## src/rtl/mem_pkg.sv

```systemverilog
// Shared definitions for the MEM stage: memory-op encodings, FSM states and op-size decode.
package mem_pkg;

  localparam logic [5:0] MEMOP_LB  = 6'b100000;
  localparam logic [5:0] MEMOP_LH  = 6'b100001;
  localparam logic [5:0] MEMOP_LW  = 6'b100011;
  localparam logic [5:0] MEMOP_LBU = 6'b100100;
  localparam logic [5:0] MEMOP_LHU = 6'b100101;
  localparam logic [5:0] MEMOP_SB  = 6'b101000;
  localparam logic [5:0] MEMOP_SH  = 6'b101001;
  localparam logic [5:0] MEMOP_SW  = 6'b101011;

  typedef enum logic [1:0] {IDLE, REQ, DONE} mem_state_e;

  typedef enum logic [1:0] {SZ_BYTE, SZ_HALF, SZ_WORD} mem_size_e;

  typedef struct packed {
    mem_size_e size;
    logic      sign;
  } mem_dec_t;

  // Unrecognised codes fall back to an unsigned word access.
  function automatic mem_dec_t mem_decode(input logic [5:0] ctrl);
    mem_dec_t d;
    d.size = SZ_WORD;
    d.sign = 1'b0;
    case (ctrl)
      MEMOP_LB, MEMOP_SB: begin d.size = SZ_BYTE; d.sign = 1'b1; end
      MEMOP_LH, MEMOP_SH: begin d.size = SZ_HALF; d.sign = 1'b1; end
      MEMOP_LBU:          d.size = SZ_BYTE;
      MEMOP_LHU:          d.size = SZ_HALF;
      default:            d.size = SZ_WORD;
    endcase
    return d;
  endfunction

endpackage

```

## src/rtl/mem_lane_align.sv

```systemverilog
// Combinational byte-lane steering for both directions: byte enables and replicated
// store data toward memory, lane select plus sign/zero extension for load data.
module mem_lane_align
  import mem_pkg::*;
#(
  parameter bit BIG_ENDIAN = 1'b1
) (
  input  logic [5:0]  op_i,
  input  logic [1:0]  offset_i,
  input  logic [31:0] store_i,
  input  logic [31:0] rdata_i,
  output logic [3:0]  be_o,
  output logic [31:0] wdata_o,
  output logic [31:0] ldata_o
);

  mem_dec_t    dec;
  logic [1:0]  blane;
  logic        half_hi;
  logic [7:0]  byte_sel;
  logic [15:0] half_sel;

  always_comb begin
    dec     = mem_decode(op_i);
    blane   = BIG_ENDIAN ? (2'd3 - offset_i) : offset_i;
    // Halves ignore offset bit 0; big-endian puts offset 0 in the upper half.
    half_hi = BIG_ENDIAN ? ~offset_i[1] : offset_i[1];

    case (blane)
      2'd0:    byte_sel = rdata_i[7:0];
      2'd1:    byte_sel = rdata_i[15:8];
      2'd2:    byte_sel = rdata_i[23:16];
      default: byte_sel = rdata_i[31:24];
    endcase
    half_sel = half_hi ? rdata_i[31:16] : rdata_i[15:0];

    be_o    = 4'b1111;
    wdata_o = store_i;
    ldata_o = rdata_i;
    case (dec.size)
      SZ_BYTE: begin
        be_o    = 4'b0001 << blane;
        wdata_o = {4{store_i[7:0]}};
        ldata_o = {{24{dec.sign & byte_sel[7]}}, byte_sel};
      end
      SZ_HALF: begin
        be_o    = half_hi ? 4'b1100 : 4'b0011;
        wdata_o = {2{store_i[15:0]}};
        ldata_o = {{16{dec.sign & half_sel[15]}}, half_sel};
      end
      default: begin
        be_o    = 4'b1111;
        wdata_o = store_i;
        ldata_o = rdata_i;
      end
    endcase
  end

endmodule

```

## src/rtl/mem_stage.sv

```systemverilog
// MEM pipeline stage: non-memory ops reach WB in 1 cycle; loads/stores take 3+ cycles
// via a req/ack data-memory handshake, holding EXE with STALL_fMEM until the access ends.
module mem_stage
  import mem_pkg::*;
#(
  parameter bit BIG_ENDIAN = 1'b1
) (
  input  logic        CLK,
  input  logic        RESET,
  input  logic [31:0] Instr1_IN,
  input  logic [31:0] Instr1_PC_IN,
  input  logic [31:0] ALU_result1_IN,
  input  logic [4:0]  WriteRegister1_IN,
  input  logic [31:0] MemWriteData1_IN,
  input  logic        RegWrite1_IN,
  input  logic [5:0]  ALU_Control1_IN,
  input  logic        MemRead1_IN,
  input  logic        MemWrite1_IN,
  output logic        STALL_fMEM,
  output logic        dmem_req,
  output logic        dmem_we,
  output logic [31:0] dmem_addr,
  output logic [31:0] dmem_wdata,
  output logic [3:0]  dmem_be,
  input  logic        dmem_ack,
  input  logic [31:0] dmem_rdata,
  output logic [31:0] Instr1_OUT,
  output logic [31:0] Instr1_PC_OUT,
  output logic [4:0]  WriteRegister1_OUT,
  output logic [31:0] WriteData1_OUT,
  output logic        RegWrite1_OUT,
  output logic [4:0]  BypassReg1_MEMEXE,
  output logic [31:0] BypassData1_MEMEXE,
  output logic        BypassValid1_MEMEXE
);

  mem_state_e  state_q;
  logic        req_q, we_q, regwrite_q;
  logic [31:0] addr_q, wdata_q, ldata_q;
  logic [3:0]  be_q;
  logic [5:0]  op_q;
  logic [1:0]  off_q;
  logic [31:0] instr_q, pc_q, wbdata_q;
  logic [4:0]  wreg_q;

  logic        memop, is_store;
  logic [5:0]  al_op;
  logic [1:0]  al_off;
  logic [3:0]  al_be;
  logic [31:0] al_wdata, al_ldata;

  assign memop    = MemRead1_IN | MemWrite1_IN;
  assign is_store = MemWrite1_IN & ~MemRead1_IN;

  // The aligner sees the incoming op while launching and the latched op while waiting on ack.
  assign al_op  = (state_q == IDLE) ? ALU_Control1_IN : op_q;
  assign al_off = (state_q == IDLE) ? ALU_result1_IN[1:0] : off_q;

  mem_lane_align #(
    .BIG_ENDIAN(BIG_ENDIAN)
  ) u_align (
    .op_i     (al_op),
    .offset_i (al_off),
    .store_i  (MemWriteData1_IN),
    .rdata_i  (dmem_rdata),
    .be_o     (al_be),
    .wdata_o  (al_wdata),
    .ldata_o  (al_ldata)
  );

  assign STALL_fMEM = ((state_q == IDLE) && memop) || (state_q == REQ);

  always_ff @(posedge CLK or negedge RESET) begin
    if (!RESET) begin
      state_q    <= IDLE;
      req_q      <= 1'b0;
      we_q       <= 1'b0;
      addr_q     <= '0;
      wdata_q    <= '0;
      be_q       <= '0;
      op_q       <= '0;
      off_q      <= '0;
      ldata_q    <= '0;
      instr_q    <= '0;
      pc_q       <= '0;
      wreg_q     <= '0;
      wbdata_q   <= '0;
      regwrite_q <= 1'b0;
    end else begin
      case (state_q)
        IDLE: begin
          if (memop) begin
            req_q      <= 1'b1;
            we_q       <= is_store;
            addr_q     <= {ALU_result1_IN[31:2], 2'b00};
            wdata_q    <= al_wdata;
            be_q       <= al_be;
            op_q       <= ALU_Control1_IN;
            off_q      <= ALU_result1_IN[1:0];
            regwrite_q <= 1'b0;
            state_q    <= REQ;
          end else begin
            instr_q    <= Instr1_IN;
            pc_q       <= Instr1_PC_IN;
            wreg_q     <= WriteRegister1_IN;
            wbdata_q   <= ALU_result1_IN;
            regwrite_q <= RegWrite1_IN;
          end
        end
        REQ: begin
          regwrite_q <= 1'b0;
          if (dmem_ack) begin
            req_q   <= 1'b0;
            ldata_q <= al_ldata;
            state_q <= DONE;
          end
        end
        DONE: begin
          instr_q    <= Instr1_IN;
          pc_q       <= Instr1_PC_IN;
          wreg_q     <= WriteRegister1_IN;
          wbdata_q   <= we_q ? ALU_result1_IN : ldata_q;
          regwrite_q <= RegWrite1_IN;
          state_q    <= IDLE;
        end
        default: state_q <= IDLE;
      endcase
    end
  end

  assign dmem_req            = req_q;
  assign dmem_we             = we_q;
  assign dmem_addr           = addr_q;
  assign dmem_wdata          = wdata_q;
  assign dmem_be             = be_q;
  assign Instr1_OUT          = instr_q;
  assign Instr1_PC_OUT       = pc_q;
  assign WriteRegister1_OUT  = wreg_q;
  assign WriteData1_OUT      = wbdata_q;
  assign RegWrite1_OUT       = regwrite_q;
  assign BypassReg1_MEMEXE   = wreg_q;
  assign BypassData1_MEMEXE  = wbdata_q;
  assign BypassValid1_MEMEXE = regwrite_q && (wreg_q != 5'd0);

endmodule

```

## config.mk

```make
export PLATFORM = sky130hd
export DESIGN_NAME = mem_stage
export DESIGN_NICKNAME = d
export VERILOG_FILES = /design/src/rtl/mem_pkg.sv /design/src/rtl/mem_lane_align.sv /design/src/rtl/mem_stage.sv
export SDC_FILE = /design/constraint.sdc
export NUM_CORES = 1
export LEC_CHECK = 0
export CORE_AREA = 2 2 150 152
export DETAILED_ROUTE_END_ITERATION = 12
export DIE_AREA = 0 0 152 154
export PLACE_DENSITY = 0.81
export SYNTH_ARGS = -nofsm -noshare
export SYNTH_HDL_FRONTEND = slang
export SYNTH_SLANG_ARGS = --single-unit
```

## constraint.sdc

```tcl
create_clock -name CLK -period 2.91 [get_ports CLK]
set_input_delay 0.291 -clock CLK [delete_from_list [all_inputs] [get_ports CLK]]
set_output_delay 0.291 -clock CLK [all_outputs]
set_load 0.02 [all_outputs]
```

After elaboration in Yosys (flattened, before gate mapping)

Cells that the tools add are included.
Widths: inputs -> output; s select.

Register bits after elaboration: 212
Input bits: 177
Output and inout port bits: 211
Word-level logic and storage cells: 80

Add/subtract/negate cells: 1
Equal/unequal tests: 14
Shifts and indexed selects: 1
Multiplexer cells: 27
Bitwise operators: 5
Reductions and logical operators: 18

Operators by type and width:

| operator            | number |
|---|---|
| $pmux 32 s2         | 5 |
| $mux 32             | 4 |
| $eq 6x6->1 const B  | 6 |
| $pmux 8 s3          | 1 |
| $mux 16             | 1 |
| $pmux 5 s2          | 1 |
| $pmux 2 s2          | 2 |
| $pmux 4 s2          | 1 |
| $reduce_and 2->1    | 4 |
| $eq 2x1->1 const B  | 3 |
| $logic_not 2->1     | 3 |
| $mux 2              | 3 |
| $mux 6              | 1 |
| $ne 2x2->1 const B  | 3 |
| $reduce_or 3->1     | 2 |
| $mux 5              | 1 |
| $reduce_bool 5->1   | 1 |
| $eq 2x2->1 const B  | 2 |
| $mux 1              | 4 |
| $mux 4              | 1 |
| $reduce_bool 2->1   | 2 |
| $reduce_or 4->1     | 1 |
| $shl 1x2->4 const A | 1 |
| $and 1x1->1         | 3 |
| 9 further kinds     | 10 |

Longest topological paths before layout

Gate-level depths: netlist (run 1).

Depth in word-level cells: 7
Gate-level depth with buffers: 11

Modules after synthesis

Synthesis (run 1) repeated with hierarchy kept, for this count alone.

Cell total of the unflattened synthesis: 738
Area, all modules: 10173.5 sq um

Modules (own cells, without submodules):

| module         | instances | cells each | area an instance (sq um) | seq. area each (sq um) |
|---|---|---|---|---|
| mem_stage      | 1         | 559        | 8989.9                   | 5305.1 |
| mem_lane_align | 1         | 179        | 1183.6                   | 0.0 |

Least setup slack after synthesis (run 1)

OpenSTA, ideal clock, no wires.

Path kind: register to register
Start point: register state_q[0]
End point: register ldata_q[20]
Arrival: 2.586 ns
Slack: 0.243 ns
Cell stages (with the launch flop): 11
Path buffers: 3
Clock period less this slack: 2.667 ns
Path through: dfrtp_1 > inv_1 > ha_1 > buf_4 > mux2i_1 > mux4_2 > or4_1 > buf_2 > o311a_4 > buf_6 > nor3_2

Cells in the longest elaborated chain, start to end: 7
Elaborated cells between the ends (all ways): 27
Classes of those cells: 1 x add/sub; 10 x eq/ne; 7 x mux; 2 x bitwise; 7 x reduce/logical

RTL lines:

| item                                             | line                                | source |
|---|---|---|
| start: declaration                               | mem_stage.sv:37                     | `mem_state_e state_q;` |
| start signal: assignment                         | mem_stage.sv:75                     | `state_q <= IDLE;` |
| start signal: assignment                         | mem_stage.sv:101                    | `state_q <= REQ;` |
| start signal: assignment                         | mem_stage.sv:115                    | `state_q <= DONE;` |
| $logic_not 2->1                                  | mem_stage.sv:56, mem_stage.sv:57    |  |
| $mux 2 / $mux 6 (equally long branches)          | mem_stage.sv:57, mem_stage.sv:56    |  |
| $sub 2x2->2 / $eq 6x6->1 (equally long branches) | mem_lane_align.sv:25, mem_pkg.sv:27 |  |
| $eq 2x2->1 (tied with other cells)               | mem_lane_align.sv:29                | `case (blane)` |
| $pmux 8 s3 (tied with other cells)               | mem_lane_align.sv:29                |  |
| $and 1x1->1 (tied with other cells)              | mem_lane_align.sv:44                | `ldata_o = {{24{dec.sign & byte_sel[7]}}, byte_sel};` |
| $pmux 32 s2                                      | mem_lane_align.sv:40                | `case (dec.size)` |
| end signal: assignment                           | mem_stage.sv:114                    | `ldata_q <= al_ldata;` |
| end: declaration                                 | mem_stage.sv:39                     | `logic [31:0] addr_q, wdata_q, ldata_q;` |

Parallel ways exist; a longest one is shown, timed or not.
A chain may end at the register's enable or synchronous reset.

Final worst setup path (run 1)

Start point: register state_q[0]
End point: output STALL_fMEM

Cells in the longest elaborated chain, start to end: 3
Elaborated cells between the ends (all ways): 4
Classes of those cells: 1 x eq/ne; 3 x reduce/logical

RTL lines:

| item                 | line            | source |
|---|---|---|
| $logic_not 2->1      | mem_stage.sv:71 | `assign STALL_fMEM = ((state_q == IDLE) && memop) \|\| (state_q == REQ);` |
| $logic_and 1x1->1    | mem_stage.sv:71 |  |
| $logic_or 1x1->1 (*) | mem_stage.sv:71 |  |
| end: declaration     | mem_stage.sv:19 | `output logic STALL_fMEM,` |

Mark *: on every way between the ends. The rest lies on a longest branch, timed or not.

==> reports/results.ini, run 1 <==
[grt]
grt_start_max_net_pins=88
grt_pass1_vias=7769
grt_use_total_pct=24.09
grt_pass1_wl_mm=44.62
antenna_found_initial=6
overflow=0

[worst_setup_path]
cpPeakStageDelay_ps=590
cp_num_buf_inv=4
critPathLaunchType=register
cp_common_cell=buf_4
worstSetupPathType=reg -> out
reg2regPathDepth=8
critPathTopFamily=buffers and inverters
worstPathRequired_ps=2620
crit_fanout=15
arrival_ps=2460
cp.depth=7
cp-end-kind=primary output
path_cells=inv_1, ha_1, buf_4, buf_4, o21ai_4, nand2b_1, clkdlybuf4s50_1
critPathSlowestCell=clkdlybuf4s50_1

[clock_tree]
cts_tree=yes
htreeDepth=1
cts_buffer_depth=3
clk_latency_ps=520
cts_buffers=24
clkTransAtPathRegs_ps=60
cts_root_buffer=clkbuf_16
cts_sinks=212

[placement]
dp_hpwl_mm=21.70
pre_cts_ws_ps=103.3
dpl-instance-area_um2=13450
dp.cells=1391
routabilityCongestion=0.8694
io_buffers=385

[pwr]
ir_drop_mv=0.6864
cellLeakagePower_nw=6.196
power_mw=17.97
powerDensity_nw_per_um2=1250

[floorplanning]
initial_core_util_pct=43.76
num_rows=54
ioPinCount=388
fp.dieH_um=154
core-area_um2=21690
die_w_um=152
dieArea_um2=23410

[synthesis]
ys_seq_elements=212
synthFlopType=dfrtp_1
synth.lib_cells_used.distinct=41
yosysMostFrequentCell=dfrtp_1
synth_edf_count=0
syn_area_um2=9490
ys_warn_count=0
synth_area_leaders=dfrtp_1, mux2_2, mux2i_1
synth_seq_area_share_pct=55.90
synth_top_area_share_pct=55.90
syn_inst=794
synth.avg_cell_area_um2=11.95
async_flop_share_pct=100.0
synthTopCellsByCount=dfrtp_1, mux2_2, nand2_1, o21ai_0, mux2i_1
yosys.area.top_type=dfrtp_1

[sta]
tns_ps=0
postLayoutSetupSlackWorst_ps=155.0
hold_ws_ps=360.3
max_freq_mhz=363.0
min_period_over_period_pct=94.67
relSlewSlack_pct=49.03
layout_min_cycle_time_ps=2755
report.final.setup_viol=0
drv_slew=0
finalHoldViolCount=0
rsz0062_at_grt=false
skew_ps=20.33
worst_pin_slew_ps=764.5

[final_layout]
fin_area_um2=14380
areaGrowthSynthToFinish_pct=51.47
fin_nets=1320
fin_cells=1443
final_util_pct=66.28
fillers=1665
drive_gt1_share_pct=17.89

[detailed_routing]
wl_per_cell_um=20.12
route.vias.total=7488
viasPerCell=5.189
met2WireLength_mm=14.95
drt-initial-drc-count=380
postRouteWirelength_mm=29.04
dr.pass1.iters=4
met3_length_mm=2.186
drc=0
highest_layer=met4
ant_nets=0
wl_met1_mm=10.88

[run_status]
status=finished clean

[flow_run]
drv_cap=0

[min_path]
hold_path.class=in -> reg
min_path_cells=3

-- kinds of logic after synthesis --
family | count (synthesis) | synth area share [%]
other | 1 | 0.03951
and+or+nand+nor | 165 | 7.950
DFF | 212 | 55.90
adders and majority gates | 4 | 0.5274
muxes | 186 | 22.08
buffers and inverters | 98 | 5.616
AOI/OAI and AO/OA | 128 | 7.884
-- sequential cells by signal, indices dropped and copies added (netlist names) --
register / flops
dmem_req: 1
BypassReg1_MEMEXE: 5
state_q: 2
op_q: 6
off_q: 2
dmem_we: 1
RegWrite1_OUT: 1
BypassData1_MEMEXE: 32
dmem_be: 4
Instr1_OUT: 32
ldata_q: 32
dmem_wdata: 32
Instr1_PC_OUT: 32
dmem_addr: 30
-- power by group --
part	internal (mW)	switching [mW]
logic	4.60	4.63
clock network	2.09	1.24
registers	4.46	0.961
-- tightest hold or removal path: stages --
cell and delay (ps):
clkdlybuf4s50_1 410, nand2_1 60, o21ai_0 70
-- final timing paths --
path / start / end / slack (ps)
max: state_q[0] / STALL_fMEM / 160
min: RegWrite1_IN / RegWrite1_OUT / 360
max reg2reg: state_q[0] / ldata_q[31] / 180
min reg2reg: dmem_wdata[24] / dmem_wdata[24] / 480
max in group asynchronous: RESET / ldata_q[5] / 1700
min in group asynchronous: RESET / dmem_wdata[0] / 370
-- layer usage --
layer | vias up | GRT usage, %
met5 | - | 0
met4 | 0 | 10.59
met3 | 57 | 6.652
met2 | 320 | 41.93
met1 | 3667 | 27.92
li1 | 3444 | -
-- cell usage in the layout (no fill, tap or decap), types with 2 or more instances in the layout --
master	instances
clkdlybuf4s50_1	384
dfrtp_1	212
mux2_2	117
nand2_1	74
o21ai_0	65
mux2i_1	60
nor2_1	46
a21oi_1	29
clkbuf_16	25
nor3_1	18
buf_4	17
a31oi_1	10
nor3_2	10
inv_1	8
a32oi_1	8
mux4_2	7
diode_2	6
bufinv_16	5
buf_12	5
nand2b_1	4
ha_1	4
clkinvlp_4	4
clkinv_2	4
clkbuf_1	3
clkbuf_8	3
or4_1	2
o21a_1	2
nand3_1	2
o211ai_1	2
and2_1	2
a311oi_1	2
conb_1	2
-- layout make-up --
type                       count  area [um^2]  area share (%)
antenna                        6        15.01          0.1044
clock buffer                  31        678.2           4.718
clock inverter                13        200.2           1.393
inverter                       8        30.03          0.2089
multi-input combinational    485         3700           25.74
sequential                   212         5305           36.90
tap                          280        350.3           2.437
timing repair buffer         408         4096           28.50
-- repair_timing --
item                                    in CTS  in global routing
hold buffers                                 1                  0
buffers inserted                             0                  1
resized for setup                            0                  2
endpoints found under the hold margin       85                  0
endpoints found under the setup margin       0                 20
No activity file was read; power rests on OpenSTA's default activity.
==> run 2, diff against run 1 <==
--- a/config.mk
+++ b/config.mk
@@ -10,4 +10,5 @@
 export DIE_AREA = 0 0 152 154
 export PLACE_DENSITY = 0.81
+export SLEW_MARGIN = 10
 export SYNTH_ARGS = -nofsm -noshare
 export SYNTH_HDL_FRONTEND = slang
==> constraint.sdc (replaced) <==
create_clock -name CLK -period 2.91 [get_ports CLK]
set_input_delay 0.4365 -clock CLK [delete_from_list [all_inputs] [get_ports CLK]]
set_output_delay 0.4365 -clock CLK [all_outputs]
set_load 0.02 [all_outputs]
==> reports/results.ini, run 2 (synthesized netlist as in run 1, its figures left out) <==
[sta]
worst_pin_slew_ps=899.8  ; +135.3 ps
skew_ps=6.415  ; -13.91 ps
report.final.setup_viol=0  ; unchanged
max_freq_mhz=361.5  ; -0.41%
layout_min_cycle_time_ps=2766  ; +11.24 ps
relSlewSlack_pct=39.75  ; -9.3 points
drv_slew=0  ; unchanged
rsz0062_at_grt=false
finalHoldViolCount=0  ; unchanged
postLayoutSetupSlackWorst_ps=143.8  ; -11.24 ps
min_period_over_period_pct=95.06  ; +0.39 points

[floorplanning]
dieArea_um2=23410  ; unchanged
num_rows=54  ; unchanged
initial_core_util_pct=43.76  ; unchanged
fp.dieH_um=154  ; unchanged
core-area_um2=21690  ; unchanged
ioPinCount=388  ; unchanged
die_w_um=152  ; unchanged

[pwr]
powerDensity_nw_per_um2=1247  ; -0.28%
cellLeakagePower_nw=6.174  ; -0.36%
power_mw=17.86  ; -0.61%
ir_drop_mv=0.6648  ; -3.1%

[worst_setup_path]
worstSetupPathType=reg -> reg
worstPathRequired_ps=3320  ; +700 ps
arrival_ps=3180  ; +720 ps
cp-startpoint=state_q[0]
cp-end-kind=register
crit_fanout=16  ; +1
reg2reg_from=state_q[0]
critPathLaunchType=register

[detailed_routing]
viasPerCell=5.185  ; about the same
drc=0  ; unchanged
wl_per_cell_um=20.20  ; +0.41%
route.vias.total=7441  ; -0.63%
postRouteWirelength_mm=28.99  ; -0.15%
ant_nets=0  ; unchanged
dr.pass1.iters=5  ; +1
drt-initial-drc-count=402  ; +5.8%

[grt]
grt_pass1_vias=7886  ; +1.5%
antenna_found_initial=1  ; -5
overflow=0  ; unchanged
grt_use_total_pct=24.41  ; +0.32 points
grt_pass1_wl_mm=45.40  ; +1.7%
grt_start_max_net_pins=104  ; +18%

[clock_tree]
htreeDepth=1  ; unchanged
cts_tree=yes
cts_buffers=24  ; unchanged
clk_latency_ps=510  ; about the same
cts_buffer_depth=3  ; unchanged
clkTransAtPathRegs_ps=60  ; about the same
post_cts_buffers=0  ; unchanged
cts_root_buffer=clkbuf_16
cts_sinks=212  ; unchanged

[final_layout]
fin_area_um2=14330  ; -0.33%
final_common_cell=clkdlybuf4s50_1
fin_nets=1319  ; -0.076%
layout_common_cells=clkdlybuf4s50_1, dfrtp_1, mux2_2
drive_gt1_share_pct=17.85  ; -0.040 points
areaGrowthSynthToFinish_pct=50.97
final_util_pct=66.06  ; -0.22 points

[placement]
dp_hpwl_mm=21.52  ; -0.83%
io_buffers=385  ; unchanged
dpl-instance-area_um2=13450  ; unchanged
routabilityCongestion=0.8683  ; -0.13%
pre_cts_ws_ps=-58.02  ; -161.3 ps

[min_path]
hold_path_startpoint=RegWrite1_IN
hold_path.class=in -> reg

[flow_run]
drv_cap=0  ; unchanged

[run_status]
status=finished clean

==> run 2: changes by cell type in the layout (fill, tap and decap cells not counted), moves of 2 or more <==
cell | previous run | this run
bufinv_16 | 5 | 3
diode_2 | 6 | 1
clkbuf_8 | 3 | 5
mux2i_1 | 60 | 58
clkinv_4 | 0 | 2
buf_4 | 17 | 15
clkinvlp_4 | 4 | 2
mux2i_2 | 1 | 3
clkinv_2 | 4 | 1
==> run 2: routing by layer <==
metal / track usage [%] / wire, um
met1: 28.20 / 10730
met2: 44.64 / 15250
met3: 6.933 / 2402
met4: 6.186 / 614
met5: 0 / 0
==> run 2: layout make-up <==
class / instances / area (um^2)
Clock buffer: 34 / 709.4
Multi-Input combinational cell: 485 / 3710
Clock inverter: 8 / 127.6
Antenna cell: 1 / 2.502
Inverter: 8 / 30.03
Timing Repair Buffer: 407 / 4093
Tap cell: 280 / 350.3
Fill cell: 1630 / 7361
Sequential cell: 212 / 5305
==> run 2: path summary, 6_finish.rpt <==
check	slack, ps	depth (start not counted)	endpoint
worst min-delay path	480	3	RegWrite1_OUT
worst min register to register	480	2	dmem_wdata[26]
max in group asynchronous	1490	3	dmem_addr[19]
worst max-delay path	140	7	ldata_q[31]
min in group asynchronous	500	2	state_q[0]
worst max register to register	140	7	ldata_q[31]
==> run 2: through the flow <==
step | setup TNS [ps] | hold slack [ps] | cells
floorplan | 0 | 140.9 | 795
CTS | 0 | 458.6 | 1434
detailed placement | -105.4 | 461.5 | 1391
global route | 0 | 501.3 | 1435
finish | 0 | 476.1 | 1435
global placement | 0 | 459.7 | 1391
==> run 2: where the power goes <==
part | switching, mW | leakage, nW | total, mW | internal, mW
Combinational | 4.66 | 3.27 | 9.27 | 4.62
Sequential | 0.953 | 2.50 | 5.41 | 4.46
Clock | 1.22 | 0.404 | 3.18 | 1.96
==> run 2: critical path, stage by stage (launching register included) <==
cell and delay (ps):
dfrtp_1 400, inv_1 110, ha_2 250, mux2i_2 300
mux4_2 550, or4_1 530, o311a_4 250, a311oi_1 270
==> run 2: what timing repair did <==
item	4_1_cts	5_1_grt
hold buffers	1	0
resized for setup	0	6
setup endpoints to repair	0	26
endpoints found under the hold margin	76	0
==> run 3, diff against run 2 <==
Settings changed: ABC_CLOCK_PERIOD_IN_PS set to 2910, REMOVE_ABC_BUFFERS set to 1.
==> reports/results.ini, run 3 (synthesized netlist as in run 1, its figures left out) <==
[grt]
busiest_layer=met2
grt_use_met2_pct=45.07  ; +0.43 points
grt_pass1_vias=7715  ; -2.2%
grtUsageMet1_pct=27.95  ; -0.25 points
use_met3_pct=6.793  ; -0.14 points
grt_use_total_pct=24.34  ; -0.071 points
grt_pass1_wl_mm=45.33  ; -0.15%
overflow=0  ; unchanged
antenna_found_initial=2  ; +1
grt_start_max_net_pins=104  ; unchanged

[clock_tree]
clkTransAtPathRegs_ps=60  ; about the same
cts_tree=yes
cts_sinks=212  ; unchanged
cts_root_buffer=clkbuf_16
clk_latency_ps=510  ; about the same
cts_buffer_depth=3  ; unchanged
htreeDepth=1  ; unchanged
cts_buffers=24  ; unchanged

[worst_setup_path]
rr_endpoint=ldata_q[17]
reg2regPathDepth=9  ; +2
critPathLaunchType=register
rrSetupSlack_ps=140  ; about the same
cp.depth=9  ; +2
cpPeakStageDelay_ps=520  ; -30 ps
worstPathRequired_ps=3320  ; about the same
path_cells=inv_1, ha_2, buf_8, mux2i_2, mux4_2, or4_1, o311a_4, buf_12, nor3_1
cp-end-kind=register
crit_fanout=22  ; +6
cp_num_buf_inv=3  ; +2
critPathTopFamily=simple AND/OR/NAND/NOR gates
worstSetupPathType=reg -> reg
arrival_ps=3190  ; about the same
critPathSlowestCell=or4_1
reg2reg_from=state_q[0]

[detailed_routing]
ant_nets=0  ; unchanged
viasPerCell=5.205  ; +0.38%
dr.pass1.iters=4  ; -1
postRouteWirelength_mm=29.39  ; +1.4%
wl_per_cell_um=20.42  ; +1.1%
drt-initial-drc-count=373  ; -7.2%
drc=0  ; unchanged
route.vias.total=7490  ; +0.66%

[min_path]
min_path_cells=2  ; -1
min_to=dmem_wdata[28]
hold_path_startpoint=dmem_wdata[28]
hold_path.class=reg -> reg

[pwr]
ir_drop_mv=0.7064  ; +6.3%
powerDensity_nw_per_um2=1239  ; -0.66%
cellLeakagePower_nw=6.191  ; +0.28%

[floorplanning]
initial_core_util_pct=43.76  ; unchanged
dieArea_um2=23410  ; unchanged
die_w_um=152  ; unchanged
fp.dieH_um=154  ; unchanged
num_rows=54  ; unchanged
ioPinCount=388  ; unchanged
core-area_um2=21690  ; unchanged

[placement]
dp_hpwl_mm=21.75  ; +1.1%
dpl-instance-area_um2=13460  ; about the same
pre_cts_ws_ps=9.736  ; +67.76 ps
routabilityCongestion=0.8321  ; -4.2%
io_buffers=385  ; unchanged

[sta]
postLayoutSetupSlackWorst_ps=135.9  ; -7.849 ps
rsz0062_at_grt=false
max_freq_mhz=360.5  ; -0.28%
skew_ps=13.98  ; +7.569 ps
report.final.setup_viol=0  ; unchanged
finalHoldViolCount=0  ; unchanged
layout_min_cycle_time_ps=2774  ; +7.849 ps
min_period_over_period_pct=95.33  ; +0.27 points
worst_pin_slew_ps=808.0  ; -91.83 ps
relSlewSlack_pct=46.13  ; +6.4 points
drv_slew=0  ; unchanged

[final_layout]
areaGrowthSynthToFinish_pct=51.22
fin_area_um2=14350  ; +0.17%
layout_common_cells=clkdlybuf4s50_1, dfrtp_1, mux2_2
final_common_cell=clkdlybuf4s50_1
fin_nets=1321  ; +0.15%
drive_gt1_share_pct=17.89  ; +0.040 points

[flow_run]
drv_cap=0  ; unchanged

[run_status]
status=finished clean

[run 3: routing by layer]
layer	part of all wire (%)	wire, um	up-vias
met2	53	15490	290
met5	0	0	-
met3	7.9	2322	44
met1	37	11020	3713
li1	-	-	3443
met4	1.9	563	0
[run 3: power breakdown]
part	internal [mW]	leakage, nW	switching, mW
clock network	1.89	0.405	1.18
logic	4.61	3.28	4.69
registers	4.46	2.50	0.935
[run 3: how the worst max path moves through the flow]
stage                           start                    to  slack (ps)
finish                     state_q[0]           ldata_q[17]         140
global route               state_q[0]           ldata_q[19]          40
CTS                        state_q[0]           ldata_q[23]          70
detailed placement  ALU_result1_IN[1]           ldata_q[23]          10
global placement    ALU_result1_IN[1]           ldata_q[23]          90
floorplan                  state_q[0]  BypassReg1_MEMEXE[0]       -4650
[run 3: what timing repair did]
action                                  4_1_cts  5_1_grt
buffers inserted                              0        2
endpoints found under the setup margin        0        5
resized for setup                             0        6
hold buffers                                  1        0
hold endpoints to repair                     76        0
[run 3: worst register-to-register path, cell delays in order, from the launching register on]
cell and delay (ps):
dfrtp_1 400, inv_1 130, ha_2 250, buf_8 210
mux2i_2 290, mux4_2 340, or4_1 520, o311a_4 190
buf_12 150, nor3_1 190
[run 3: cell type report]
class                   count  area [um^2]
fillers                  1623         7337
flip-flops and latches    212         5305
repair buffers            409         4136
multi-input cells         485         3712
clock buffers              36        726.9
well taps                 280        350.3
clock inverters             7        85.08
inverters                   8        30.03
diodes                      2        5.005
[run 3: metrics by stage]
stage          instances  utilization, %  power, mW  hold WS, ps  TNS (ps)
2_1_floorplan        705               -      10.20        140.9   -625310
3_3_place_gp        1391           62.04      14.50        460.5         0
3_5_place_dp        1391           62.04      14.74        469.4         0
4_1_cts             1435           65.83      17.87        482.9         0
5_1_grt             1439           66.17      18.69        503.5         0
6_report            1439           66.17      17.77        475.1         0
